==> src/rtl/network_sink_serial.sv <==
// Buffers network frames in a DEPTH-entry FIFO and serialises each one LSB-first onto a valid/ready word stream.
// Optional feature macro NETWORK_SINK_TSTAMP_EN prefixes every frame with a timestep header word.
module network_sink_serial #(
  parameter int NUM_OUT   = 20,
  parameter int SNK_WIDTH = 8,
  parameter int DEPTH     = 4
) (
  input  logic                 clk,
  input  logic                 arst,
  input  logic                 net_valid,
  output logic                 net_ready,
  input  logic [NUM_OUT-1:0]   net_out,
  input  logic                 snk_ready,
  output logic                 snk_valid,
  output logic [SNK_WIDTH-1:0] snk,
  output logic                 snk_last
);

  localparam int NW = (NUM_OUT + SNK_WIDTH - 1) / SNK_WIDTH;
  localparam int IW = (NW > 1) ? $clog2(NW) : 1;
  localparam int PW = $clog2(DEPTH);
  localparam int CW = $clog2(DEPTH + 1);
  localparam logic [CW-1:0] FULL     = CW'(DEPTH);
  localparam logic [IW-1:0] LAST_IDX = IW'(NW - 1);

  typedef enum logic [1:0] {IDLE, HDR, DATA} state_t;

`ifdef NETWORK_SINK_TSTAMP_EN
  localparam state_t FIRST = HDR;
`else
  localparam state_t FIRST = DATA;
`endif

  state_t                  state;
  logic [IW-1:0]           idx;
  logic [PW-1:0]           head;
  logic [PW-1:0]           tail;
  logic [CW-1:0]           count;
  logic [CW-1:0]           count_next;
  logic                    run;
  logic                    push;
  logic                    pop;
  logic [NUM_OUT-1:0]      mem [DEPTH];
  logic [NW*SNK_WIDTH-1:0] padded;
`ifdef NETWORK_SINK_TSTAMP_EN
  logic [SNK_WIDTH-1:0]    tstamp;
  logic [SNK_WIDTH-1:0]    ts_mem [DEPTH];
`endif

  // run keeps net_ready low until the first edge after reset release
  assign net_ready  = run && (count < FULL);
  assign push       = net_valid && net_ready;
  assign pop        = (state == DATA) && snk_ready && (idx == LAST_IDX);
  assign count_next = count + CW'(push) - CW'(pop);

  assign snk_valid = (state != IDLE);
  assign snk_last  = (state == DATA) && (idx == LAST_IDX);

  always_comb begin
    padded              = '0;
    padded[NUM_OUT-1:0] = mem[head];
    snk                 = '0;
    case (state)
      DATA:    snk = padded[int'(idx)*SNK_WIDTH +: SNK_WIDTH];
`ifdef NETWORK_SINK_TSTAMP_EN
      HDR:     snk = ts_mem[head];
`endif
      default: snk = '0;
    endcase
  end

  // frame storage carries no reset; validity is tracked by count/state
  always_ff @(posedge clk) begin
    if (push) begin
      mem[tail] <= net_out;
`ifdef NETWORK_SINK_TSTAMP_EN
      ts_mem[tail] <= tstamp;
`endif
    end
  end

  always_ff @(posedge clk or posedge arst) begin
    if (arst) begin
      state <= IDLE;
      idx   <= '0;
      head  <= '0;
      tail  <= '0;
      count <= '0;
      run   <= 1'b0;
`ifdef NETWORK_SINK_TSTAMP_EN
      tstamp <= '0;
`endif
    end else begin
      run   <= 1'b1;
      count <= count_next;
      if (push) begin
        tail <= tail + PW'(1);
`ifdef NETWORK_SINK_TSTAMP_EN
        tstamp <= tstamp + SNK_WIDTH'(1);
`endif
      end
      if (pop)
        head <= head + PW'(1);
      case (state)
        IDLE: if (push) state <= FIRST;
        HDR:  if (snk_ready) state <= DATA;
        DATA: begin
          if (snk_ready) begin
            if (idx == LAST_IDX) begin
              idx   <= '0;
              state <= (count_next != '0) ? FIRST : IDLE;
            end else begin
              idx <= idx + IW'(1);
            end
          end
        end
        default: state <= IDLE;
      endcase
    end
  end

endmodule

==> config.mk <==
export PLATFORM = sky130hd
export DESIGN_NAME = network_sink_serial
export DESIGN_NICKNAME = d
export VERILOG_FILES = /design/src/rtl/network_sink_serial.sv
export SDC_FILE = /design/constraint.sdc
export NUM_CORES = 1
export LEC_CHECK = 0
export BUFFER_PORTS_ARGS = -buffer_cell sky130_fd_sc_hd__buf_2
export CAP_MARGIN = 20
export CORE_ASPECT_RATIO = 0.9
export CORE_MARGIN = 1
export CORE_UTILIZATION = 35
export CTS_BUF_LIST = sky130_fd_sc_hd__clkbuf_16
export DETAILED_ROUTE_END_ITERATION = 10
export PLACE_DENSITY = 0.55
export SETUP_SLACK_MARGIN = 0.2
export SLEW_MARGIN = 10
export SYNTH_ARGS = -nofsm -noshare
export SYNTH_HDL_FRONTEND = slang
export SYNTH_SLANG_ARGS = --single-unit
==> constraint.sdc <==
create_clock -name clk -period 2.8 [get_ports clk]
set_clock_uncertainty 0.2 [all_clocks]
set_input_delay 0.14 -clock clk [delete_from_list [all_inputs] [get_ports clk]]
set_output_delay 0.14 -clock clk [all_outputs]
set_load 0.01 [all_outputs]
# Word-level counts from Yosys, hierarchy flattened
# Memory sizes are Yosys's and may differ from the RTL's.
# Cells that the tools add are included.
# totals
mem_count	1
out_inout_bits	11
input_bits	24
ram_bits	80
elab_cells	41
ff_bits	12
# op_classes
eq_ne	7
n_mux	10
reduce_logical	10
magnitude_cmp	1
shifts	1
addsub	5
# mem_list
name	words	width	read_ports	rd_ports_with_merged_regs	wr	line	source
mem	4	20	1	0	1	43	logic [NUM_OUT-1:0] mem [DEPTH];
# op_table
op	n
$shiftx A24 B6 Y8	1
$mux W2	6
$mux W8	1
$add A2 B1 Y2 const B	3
$ne A2 B2 Y1 const B	3
$pmux W2 S3	1
$logic_and A1 B1 Y1	5
$eq A2 B2 Y1 const B	2
$reduce_and A4 Y1	1
$add A3 B1 Y3	1
$lt A3 B3 Y1 const B	1
$reduce_bool A3 Y1	1
$sub A3 B1 Y3	1
$eq A2 B1 Y1 const B	1
$logic_not A2 Y1	1
$mux W1	2
$ne A2 B1 Y1 const B	1
$reduce_and A2 Y1	1
$reduce_bool A2 Y1	1

# Logic depth before layout (Yosys ltp)
# Gate-level depths: netlist of the first run.
# logic_depth
ltp_word	10
mapped_depth	10
mapped_depth_nobuf	10

# Worst setup path after synthesis of the first run
# OpenSTA, ideal clock, no wires.
# synth_path
kind	reg2reg
startpoint	reg count[2]
endpoint	reg state[1]
synth_period_minus_slack_ns	2.618
t_arrival_ns	2.297
setup_time_ns	0.121
required_time_ns	2.479
n_path_buf	0
setup_slack_ns	0.182
path_stages_with_launch	11
cell_sequence	dfrtp_1 -> nor2b_1 -> and2_0 -> inv_1 -> ha_1 -> inv_1 -> ha_1 -> fa_1 -> xor2_1 -> xnor2_1 -> o22a_1
# synth_via
elab_chain_cells	10
elab_cells_between_ends	12
classes_between	2 x add/sub; 1 x order compare; 1 x eq/ne; 4 x mux; 4 x reduce/logical
# synth_rtl
item	line	source
start, declared	38	logic [CW-1:0] count;
start signal, assigned	95	count <= count_next;
$lt A3 B3 Y1	51	assign net_ready = run && (count < FULL);
$logic_and A1 B1 Y1	51	
net net_ready	11	output logic net_ready,
$logic_and A1 B1 Y1	52	assign push = net_valid && net_ready;
$add A3 B1 Y3	54	assign count_next = count + CW'(push) - CW'(pop);
$sub A3 B1 Y3	54	
net count_next[2]	39	logic [CW-1:0] count_next;
$reduce_bool A3 Y1	111	state <= (count_next != '0) ? FIRST : IDLE;
$mux W2	111	
$mux W2	109	if (idx == LAST_IDX) begin
$mux W2	108	if (snk_ready) begin
$pmux W2 S3	104	case (state)
end signal, assigned	111	
end, declared	34	state_t state;
# The timed path passes the listed nets, and every way through them passes these cells. The select of a mux whose other input is x is not followed.
# A chain may end at the register's enable or synchronous reset.

# Final worst setup path of the first run
# layout_path
startpoint	reg count[2]
endpoint	reg state[1]
# layout_via
elab_chain_cells	10
elab_cells_between_ends	12
classes_between	2 x add/sub; 1 x order compare; 1 x eq/ne; 4 x mux; 4 x reduce/logical
# layout_rtl
item	line
$lt A3 B3 Y1	51
$logic_and A1 B1 Y1	51
$logic_and A1 B1 Y1	52
$add A3 B1 Y3 (*)	54
$sub A3 B1 Y3 (*)	54
net count_next[2]	39
$reduce_bool A3 Y1 (*)	111
$mux W2 (*)	111
$mux W2 (*)	109
$mux W2 (*)	108
$pmux W2 S3 (*)	104
# The timed path passes the listed nets; every way through them passes the cells marked *. The select of a mux whose other input is x is not followed.

==> out/metrics.cfg, run 1 <==
[run_status]
outcome = completed

[job]
cap_viol_max_count = 0

[timing]
hold_viol = 0
rsz0062_at_grt = no
fmax_mhz = 406.7
report.final.slew_viol_count = 0
min_period_ns = 2.459
fin_crit_sh = 0.8781
finalSetupTns_ns = 0
setup_viol = 0
whs_ns = 0.08643

[clocking]
cts_post_setup_buffers_inserted = 0
tritoncts.num_buffers = 9
clock-sinks = 91
cts.reportedPaths.clkPinSlew_ns = 0.06
max-clock-path-buffers = 2
cts_tree = done
cts_max_level = 3
ctsRootBufferMaster = clkbuf_16
clkLatencyLatePin_ns = 0.33

[logic_synthesis]
synth_ff_type = edfxtp_1
ys_seq_area_frac = 0.7269
netlist_instances = 196
ys_warn_count = 0
async_flop_share = 0.1209
syn-num-nets = 227
synth_edf_count = 80
ys_ff_latch = 91
syn_avg_cell_area_um2 = 18.79
yosysUniqueCellTypes = 32
synth_area_mm2 = 0.003684

[cells_and_area]
fin_nets = 295
stdcell_area_mm2 = 0.004542
final_cell_mix = edfxtp_1 (80), buf_2 (34), dlygate4sd3_1 (22)
final.fill_count = 951
antenna_cells = 0
drive_above_1_share = 0.2900
area_growth_pct = 23.30
layout_commonest_cell = edfxtp_1

[grt]
use_met3 = 0.04915
grt_pass1_wl_um = 10530
grtUsageMet2 = 0.2207
antenna_found_initial = 0
grt.busiest_layer = met2
grt_use_met1 = 0.1708
overflow = 0
grt_pass1_vias = 2041
grt_max_degree = 23
grt_util_all_layers = 0.1371

[worst_hold_path]
hp-start = net_valid
hold_path_class = in2reg

[drt]
routed-via-count = 1941
vias_per_cell = 4.877
totalWireLength_um = 6673
routedWlPerCell_um = 16.77
drt-initial-drc-count = 98
dr.pass1.iters = 4
drc = 0
antenna_left = 0

[power_and_ir_drop]
vdd_drop_max_mv = 0.3425
power_uw = 2683
powerDensity_mw_per_mm2 = 590.7
p_leak_uw = 0.001680

[die]
io_pins = 35
die_y_um = 99.33
start_util = 0.3595
die_x_um = 110.1
rows = 35
core_mm2 = 0.01025
die-area_mm2 = 0.01094

[worst_setup_path]
r2r_start = count[2]$_DFF_PP0_
cp.required_ns = 2.82
endpoint_kind = flop
cp.arrival_ns = 2.48
critical_path_peak_fanout = 6
crit_start = count[2]$_DFF_PP0_
critical_path_class = reg2reg
start_kind = flop

[placement]
dpl.hpwl_um = 4127
placed_area_mm2 = 0.004035
portBuffers = 34
gp_congestion = 0.6590

-- sequential cells by signal (all words and copies together), names as in the netlist --
signal and flops:
mem 80, count 3, head 2, idx 2, tail 2, run 1, state 1
-- power by group --
| part | total (uW) | switching (uW) | leakage, uW | internal, uW |
|---|---|---|---|---|
| registers | 1480 | 0.123 | 0.000854 | 1480 |
| logic | 55.1 | 23.1 | 0.000684 | 32.0 |
| clock network | 1150 | 472 | 0.000141 | 680 |
-- synth_stat cells (2+ instances only) --
library cell | n | area (um2)
edfxtp_1 | 80 | 2402
mux2_2 | 17 | 191.4
dfrtp_1 | 11 | 275.3
nand2_1 | 11 | 41.29
mux4_1 | 8 | 210.2
o22ai_1 | 8 | 50.05
inv_1 | 7 | 26.28
ha_1 | 6 | 75.07
and3_1 | 5 | 31.28
nor2_1 | 5 | 18.77
mux2i_1 | 4 | 40.04
mux4_2 | 4 | 90.09
o31ai_1 | 4 | 30.03
xnor2_1 | 3 | 26.28
buf_2 | 2 | 10.01
nand2b_1 | 2 | 12.51
o21ai_0 | 2 | 10.01
or2_2 | 2 | 12.51
xor2_1 | 2 | 17.52
-- cell families after synthesis --
kind of cell / Yosys count / share of synthesized area
flops: 91 / 0.7269
mux: 33 / 0.1444
simple gates: 30 / 0.04212
compound gates: 15 / 0.02684
buf+inv: 14 / 0.02106
fa+ha+maj: 7 / 0.02581
xor+xnor: 5 / 0.01189
other cells: 1 / 0.001018
-- layout make-up --
cell class,instances,area (um2),share of cell area
clock inverter,7,61.31,0.01350
multi-input combinational,91,930.9,0.2050
sequential,91,2678,0.5895
clock buffer,9,225.2,0.04959
inverter,8,30.03,0.006612
tap,129,161.4,0.03554
timing repair buffer,63,455.4,0.1003
-- critical path: stages (launching register included) --
cell and delay (ns):
dfrtp_1 0.40, nor2b_2 0.20, and2_0 0.18, inv_1 0.05, ha_1 0.26, inv_1 0.03, ha_1 0.18, fa_1 0.37
xor2_1 0.16, xnor2_1 0.14, o22a_1 0.18
-- per-stage QoR --
step,cells,util,setup slack (ns)
3_5_place_dp,360,0.3938,0.3440
3_3_place_gp,360,0.3938,0.3601
4_1_cts,398,0.4432,0.3156
6_report,398,0.4432,0.3412
5_1_grt,398,0.4432,0.2201
2_1_floorplan,196,-,0.2805
-- worst paths after layout --
| path | end | slack, ns | depth (start not counted) |
|---|---|---|---|
| setup / recovery | state[1]$_DFFE_PP0P_ | 0.34 | 10 |
| hold / removal | tail[0]$_DFFE_PP0P_ | 0.09 | 4 |
| setup reg to reg | state[1]$_DFFE_PP0P_ | 0.34 | 10 |
| hold reg to reg | count[2]$_DFF_PP0_ | 0.32 | 1 |
| max in group asynchronous | run$_DFF_PP0_ | 1.96 | 3 |
| min in group asynchronous | tail[0]$_DFFE_PP0P_ | 0.14 | 3 |
-- routing by layer --
layer,vias to the layer above,routed length (um)
li1,906,-
met1,983,2978
met2,42,3309
met3,10,298
met4,0,87
met5,-,0
-- what timing repair did --
| action | CTS | global route |
|---|---|---|
| gates resized for setup | 0 | 0 |
| endpoints found under the hold margin | 93 | 0 |
| hold buffers | 22 | 0 |
No activity file was read; power rests on OpenSTA's default activity.
==> run 2: changes to the inputs <==
Settings changed: CORE_UTILIZATION 35 to 50, PLACE_DENSITY 0.55 to 0.72.
==> out/metrics.cfg, run 2 (synthesized netlist as in run 1, its figures left out) <==
[cells_and_area]
reg_top3 = mem (80), count (3)
drive_above_1_share = 0.2878  ; -0.002140
fin_util = 0.6391  ; +0.1959
layout_commonest_cell = edfxtp_1
area_growth_pct = 22.76
antenna_cells = 0  ; unchanged
largest_reg_flops = 80  ; unchanged
final_cell_mix = edfxtp_1 (80), buf_2 (34), dlygate4sd3_1 (22)
regMostFlops = mem
fin_nets = 297  ; +0.68%

[clocking]
cts.reportedPaths.clkPinSlew_ns = 0.06  ; about the same
max-clock-path-buffers = 2  ; unchanged
cts_max_level = 3  ; unchanged
clock-sinks = 91  ; unchanged
tritoncts.num_buffers = 9  ; unchanged
ctsRootBufferMaster = clkbuf_16
clkLatencyLatePin_ns = 0.33  ; about the same
cts_post_setup_buffers_inserted = 0  ; unchanged
cts_tree = done

[timing]
rsz0062_at_grt = no
setup_viol = 0  ; unchanged
min_period_ns = 2.442  ; -0.01639 ns
whs_ns = 0.1092  ; +0.02273 ns
report.final.slew_viol_count = 0  ; unchanged
fmax_mhz = 409.4  ; +0.67%
finalSetupTns_ns = 0  ; unchanged
hold_viol = 0  ; unchanged
fin_crit_sh = 0.8723  ; -0.005854

[die]
rows = 29  ; -17%
die_y_um = 83.43  ; -16%
die-area_mm2 = 0.007715  ; -29%
io_pins = 35  ; unchanged
core_mm2 = 0.007076  ; -31%
die_x_um = 92.48  ; -16%
start_util = 0.5206  ; +0.1611

[worst_setup_path]
r2r_start = count[2]$_DFF_PP0_
critical_path_peak_fanout = 6  ; unchanged
cp.required_ns = 2.82  ; about the same
r2r-end = state[1]$_DFFE_PP0P_
reg2reg_slack_ns = 0.36  ; +0.02 ns
crit_start = count[2]$_DFF_PP0_
r2r_cells = 10  ; unchanged
cp-endpoint = state[1]$_DFFE_PP0P_
critical_path_class = reg2reg
start_kind = flop
endpoint_kind = flop
cp.arrival_ns = 2.46  ; -0.02 ns

[drt]
vias_per_cell = 5.277  ; +8.2%
dr.pass1.iters = 5  ; +1
drt-initial-drc-count = 146  ; +49%
routed-via-count = 1921  ; -1.0%
totalWireLength_um = 6307  ; -5.5%
drc = 0  ; unchanged
routedWlPerCell_um = 17.33  ; +3.3%
antenna_left = 0  ; unchanged

[job]
cap_viol_max_count = 0  ; unchanged

[grt]
antenna_found_initial = 0  ; unchanged
grt_pass1_vias = 1959  ; -4.0%
overflow = 0  ; unchanged
grt_util_all_layers = 0.1780  ; +0.04098
grt_pass1_wl_um = 9832  ; -6.6%
grt_max_degree = 21  ; -8.7%

[power_and_ir_drop]
p_leak_uw = 0.001708  ; +1.7%
powerDensity_mw_per_mm2 = 606.4  ; +2.6%
vdd_drop_max_mv = 0.3411  ; -0.41%

[placement]
gp_congestion = 0.7417  ; +13%
portBuffers = 34  ; unchanged
dpl.hpwl_um = 3956  ; -4.2%

[run_status]
outcome = completed

[worst_hold_path]
hold_path_class = in2reg

[run 2: cell count changes in the layout (fill, tap and decap cells not counted), sizes merged]
cell      change
buf           +2
clkinvlp      -2
bufinv        +1
inv           +1
[run 2: what timing repair did]
action	CTS	global route
endpoints found under the setup margin	0	1
endpoints found under the hold margin	93	0
resized for setup	0	1
hold buffers	22	0
[run 2: worst min path at each step]
stage / startpoint / endpoint / depth (start not counted)
CTS: net_valid / tail[0]$_DFFE_PP0P_ / 4
finish: net_valid / tail[0]$_DFFE_PP0P_ / 4
detailed placement: arst / tail[0]$_DFFE_PP0P_ / 2
global placement: arst / tail[0]$_DFFE_PP0P_ / 2
global route: net_valid / tail[0]$_DFFE_PP0P_ / 4
floorplan: arst / count[0]$_DFF_PP0_ / 1
[run 2: worst max-delay path, stage by stage (launching register included)]
cell and delay, ns:
dfrtp_1 0.41, nor2b_4 0.15, and2_0 0.17, inv_1 0.05
ha_1 0.26, inv_1 0.04, ha_1 0.18, fa_1 0.38
xor2_1 0.16, xnor2_1 0.15, o22a_1 0.18
[run 2: cell type report]
class                   count  area (um2)
flip-flops and latches     91        2678
fillers                   504        2554
multi-input cells          91       935.9
repair buffers             65       457.9
clock buffers               9       225.2
well taps                  93       116.4
clock inverters             7       78.83
inverters                   8       30.03
[run 2: through the flow]
step                      cells  total power [uW]  instance area [um2]  setup slack (ns)
after floorplan             196              1508                 3686            0.2805
after global placement      326              1534                 3993            0.3773
after detailed placement    326              1536                 3993            0.3334
after CTS                   364              2761                 4517            0.3211
after global routing        364              2815                 4522            0.2145
final                       364              2742                 4522            0.3576
[run 2: layer usage]
metal	track usage	vias to the layer above	routed length (um)
met4	0.08665	0	120
met1	0.2331	967	2922
met2	0.2801	30	3088
met3	0.04304	12	176
met5	0	-	0
li1	-	912	-
[run 2: power breakdown]
| group | internal (uW) | switching [uW] |
|---|---|---|
| Combinational | 32.2 | 22.5 |
| Sequential | 1480 | 0.200 |
| Clock | 765 | 445 |
==> run 3: changes to the inputs <==
Settings changed: RECOVER_POWER set to 100.
Clock period 2.8 ns to 2.7 ns, I/O delays scaled along.
==> out/metrics.cfg, run 3 (synthesized netlist as in run 1, its figures left out) <==
[placement]
dpl.hpwl_um = 3813  ; -3.6%
gp_congestion = 0.7647  ; +3.1%
portBuffers = 34  ; unchanged
place_inst = 324  ; -0.61%

[worst_setup_path]
crit_chain = nor2b_1, and2_4, inv_1, ha_1, inv_1, ha_1, fa_1, xor2_1, xnor2_1, o22a_1
start_kind = flop
critical_path.max_stage_delay_ns = 0.39  ; -0.02 ns
cp_slowest_cell = dfrtp_1
cp.required_ns = 2.72  ; -0.10 ns
critical_path_peak_fanout = 4  ; -2
cp_top_family = adder cells
critical_path_class = reg2reg
cp.arrival_ns = 2.46  ; about the same
endpoint_kind = flop
cp_num_buf_inv = 2  ; unchanged

[power_and_ir_drop]
p_sw_uw = 501.3  ; +7.1%
p_leak_uw = 0.001602  ; -6.2%
p_sw_frac = 0.1752  ; +0.004475
p_seq_frac = 0.535  ; -0.004
powerDensity_mw_per_mm2 = 638.9  ; +5.4%
comb_power_share = 0.019  ; about the same
p_int_uw = 2361  ; +3.8%
vdd_drop_max_mv = 0.3752  ; +10%
power_uw = 2862  ; +4.4%
clockPowerShare = 0.446  ; +0.004

[cells_and_area]
final_cell_mix = edfxtp_1 (80), clkbuf_1 (29), dlygate4sd3_1 (23)
regMostFlops = mem
fin_nets = 297  ; unchanged
area_growth_pct = 21.60
antenna_cells = 0  ; unchanged
drive_above_1_share = 0.1882  ; -0.09963
final.fill_count = 527  ; +4.6%
layout_commonest_cell = edfxtp_1
largest_reg_flops = 80  ; unchanged
stdcell_count = 364  ; unchanged
reg_top3 = mem (80), count (3)

[clocking]
ctsRootBufferMaster = clkbuf_16
clock-sinks = 91  ; unchanged
clkLatencyLatePin_ns = 0.33  ; about the same
cts.reportedPaths.clkPinSlew_ns = 0.06  ; about the same
cts_tree = done
cts_max_level = 3  ; unchanged
max-clock-path-buffers = 2  ; unchanged
tritoncts.num_buffers = 9  ; unchanged

[run_status]
outcome = completed

[drt]
dr.pass1.iters = 4  ; -1
drc = 0  ; unchanged
routedWlPerCell_um = 16.70  ; -3.6%
drt-initial-drc-count = 103  ; -29%
routed-via-count = 1884  ; -1.9%
vias_per_cell = 5.176  ; -1.9%
antenna_left = 0  ; unchanged
totalWireLength_um = 6078  ; -3.6%

[die]
core_mm2 = 0.007076  ; unchanged
die-area_mm2 = 0.007715  ; unchanged
die_y_um = 83.43  ; unchanged
io_pins = 35  ; unchanged
start_util = 0.5206  ; unchanged
rows = 29  ; unchanged
die_x_um = 92.48  ; unchanged

[grt]
grt_pass1_vias = 1973  ; +0.71%
grt_util_all_layers = 0.1728  ; -0.005253
overflow = 0  ; unchanged
antenna_found_initial = 0  ; unchanged
grt_max_degree = 21  ; unchanged
grt_pass1_wl_um = 9701  ; -1.3%

[worst_hold_path]
hold_path_class = in2async

[timing]
fmax_mhz = 409.5  ; about the same
report.final.slew_viol_count = 0  ; unchanged
setup_viol = 0  ; unchanged
worst_pin_slew_ns = 0.6435
hold_viol = 0  ; unchanged
fin_crit_sh = 0.9045  ; +0.03221
min_period_ns = 2.442  ; -0.0002700 ns
relSlewSlack = 0.5710
rsz0062_at_grt = yes
finalSetupTns_ns = 0  ; unchanged

[job]
cap_viol_max_count = 0  ; unchanged

[run 3: final timing paths]
kind                               startpoint              endpoint  slack [ns]  depth (start not counted)
min in group clk           count[0]$_DFF_PP0_    count[0]$_DFF_PP0_        0.31                          1
max in group asynchronous                arst    idx[1]$_DFFE_PP0N_        1.85                          3
max                        count[2]$_DFF_PP0_  state[1]$_DFFE_PP0P_        0.26                         10
max reg2reg                count[2]$_DFF_PP0_  state[1]$_DFFE_PP0P_        0.26                         10
min reg2reg                count[0]$_DFF_PP0_    count[0]$_DFF_PP0_        0.31                          1
min                                      arst   tail[0]$_DFFE_PP0P_        0.13                          3
[run 3: area by class of cell]
| class | instances | area, um2 | area share |
|---|---|---|---|
| Sequential cell | 91 | 2679 | 0.5980 |
| Multi-Input combinational cell | 91 | 930.9 | 0.2078 |
| Timing Repair Buffer | 65 | 411.6 | 0.09190 |
| Tap cell | 93 | 116.4 | 0.02598 |
| Inverter | 8 | 30.03 | 0.006704 |
| Clock buffer | 9 | 225.2 | 0.05028 |
| Clock inverter | 7 | 86.33 | 0.01927 |
[run 3: power by group through the flow]
stage	Sequential [uW]	Clock (uW)	Combinational (uW)
detailed placement	1560	0	32.8
finish	1530	1280	54.0
global placement	1560	0	30.6
floorplan	1560	0	2.99
CTS	1530	1300	58.3
global route	1530	1350	60.0
[run 3: metrics by stage]
step / setup slack [ns] / util / hold slack (ns) / cell area (um2)
after floorplan: 0.2200 / - / -0.2126 / 3686
after global placement: 0.2118 / 0.5622 / -0.04787 / 3978
after detailed placement: 0.1387 / 0.5622 / -0.05020 / 3978
after CTS: 0.2370 / 0.6401 / 0.1465 / 4529
after global routing: 0.1116 / 0.6331 / 0.1753 / 4479
final: 0.2579 / 0.6331 / 0.1333 / 4479
[run 3: worst min-delay path: stages]
cell and delay, ns:
dlygate4sd3_1 0.53, buf_2 0.11, inv_1 0.31
[run 3: routing by layer]
| layer | vias up | part of all wire | track usage |
|---|---|---|---|
| met5 | - | 0 | 0 |
| li1 | 907 | - | - |
| met2 | 42 | 0.50 | 0.2862 |
| met4 | 0 | 0.0067 | 0.04403 |
| met3 | 5 | 0.039 | 0.05769 |
| met1 | 930 | 0.45 | 0.2195 |
[run 3: repair_timing]
item                                    in CTS  in global routing
hold buffers                                23                  0
setup buffers                                1                  0
resized for setup                            1                  2
hold endpoints to repair                    94                  0
endpoints found under the setup margin       1                  5
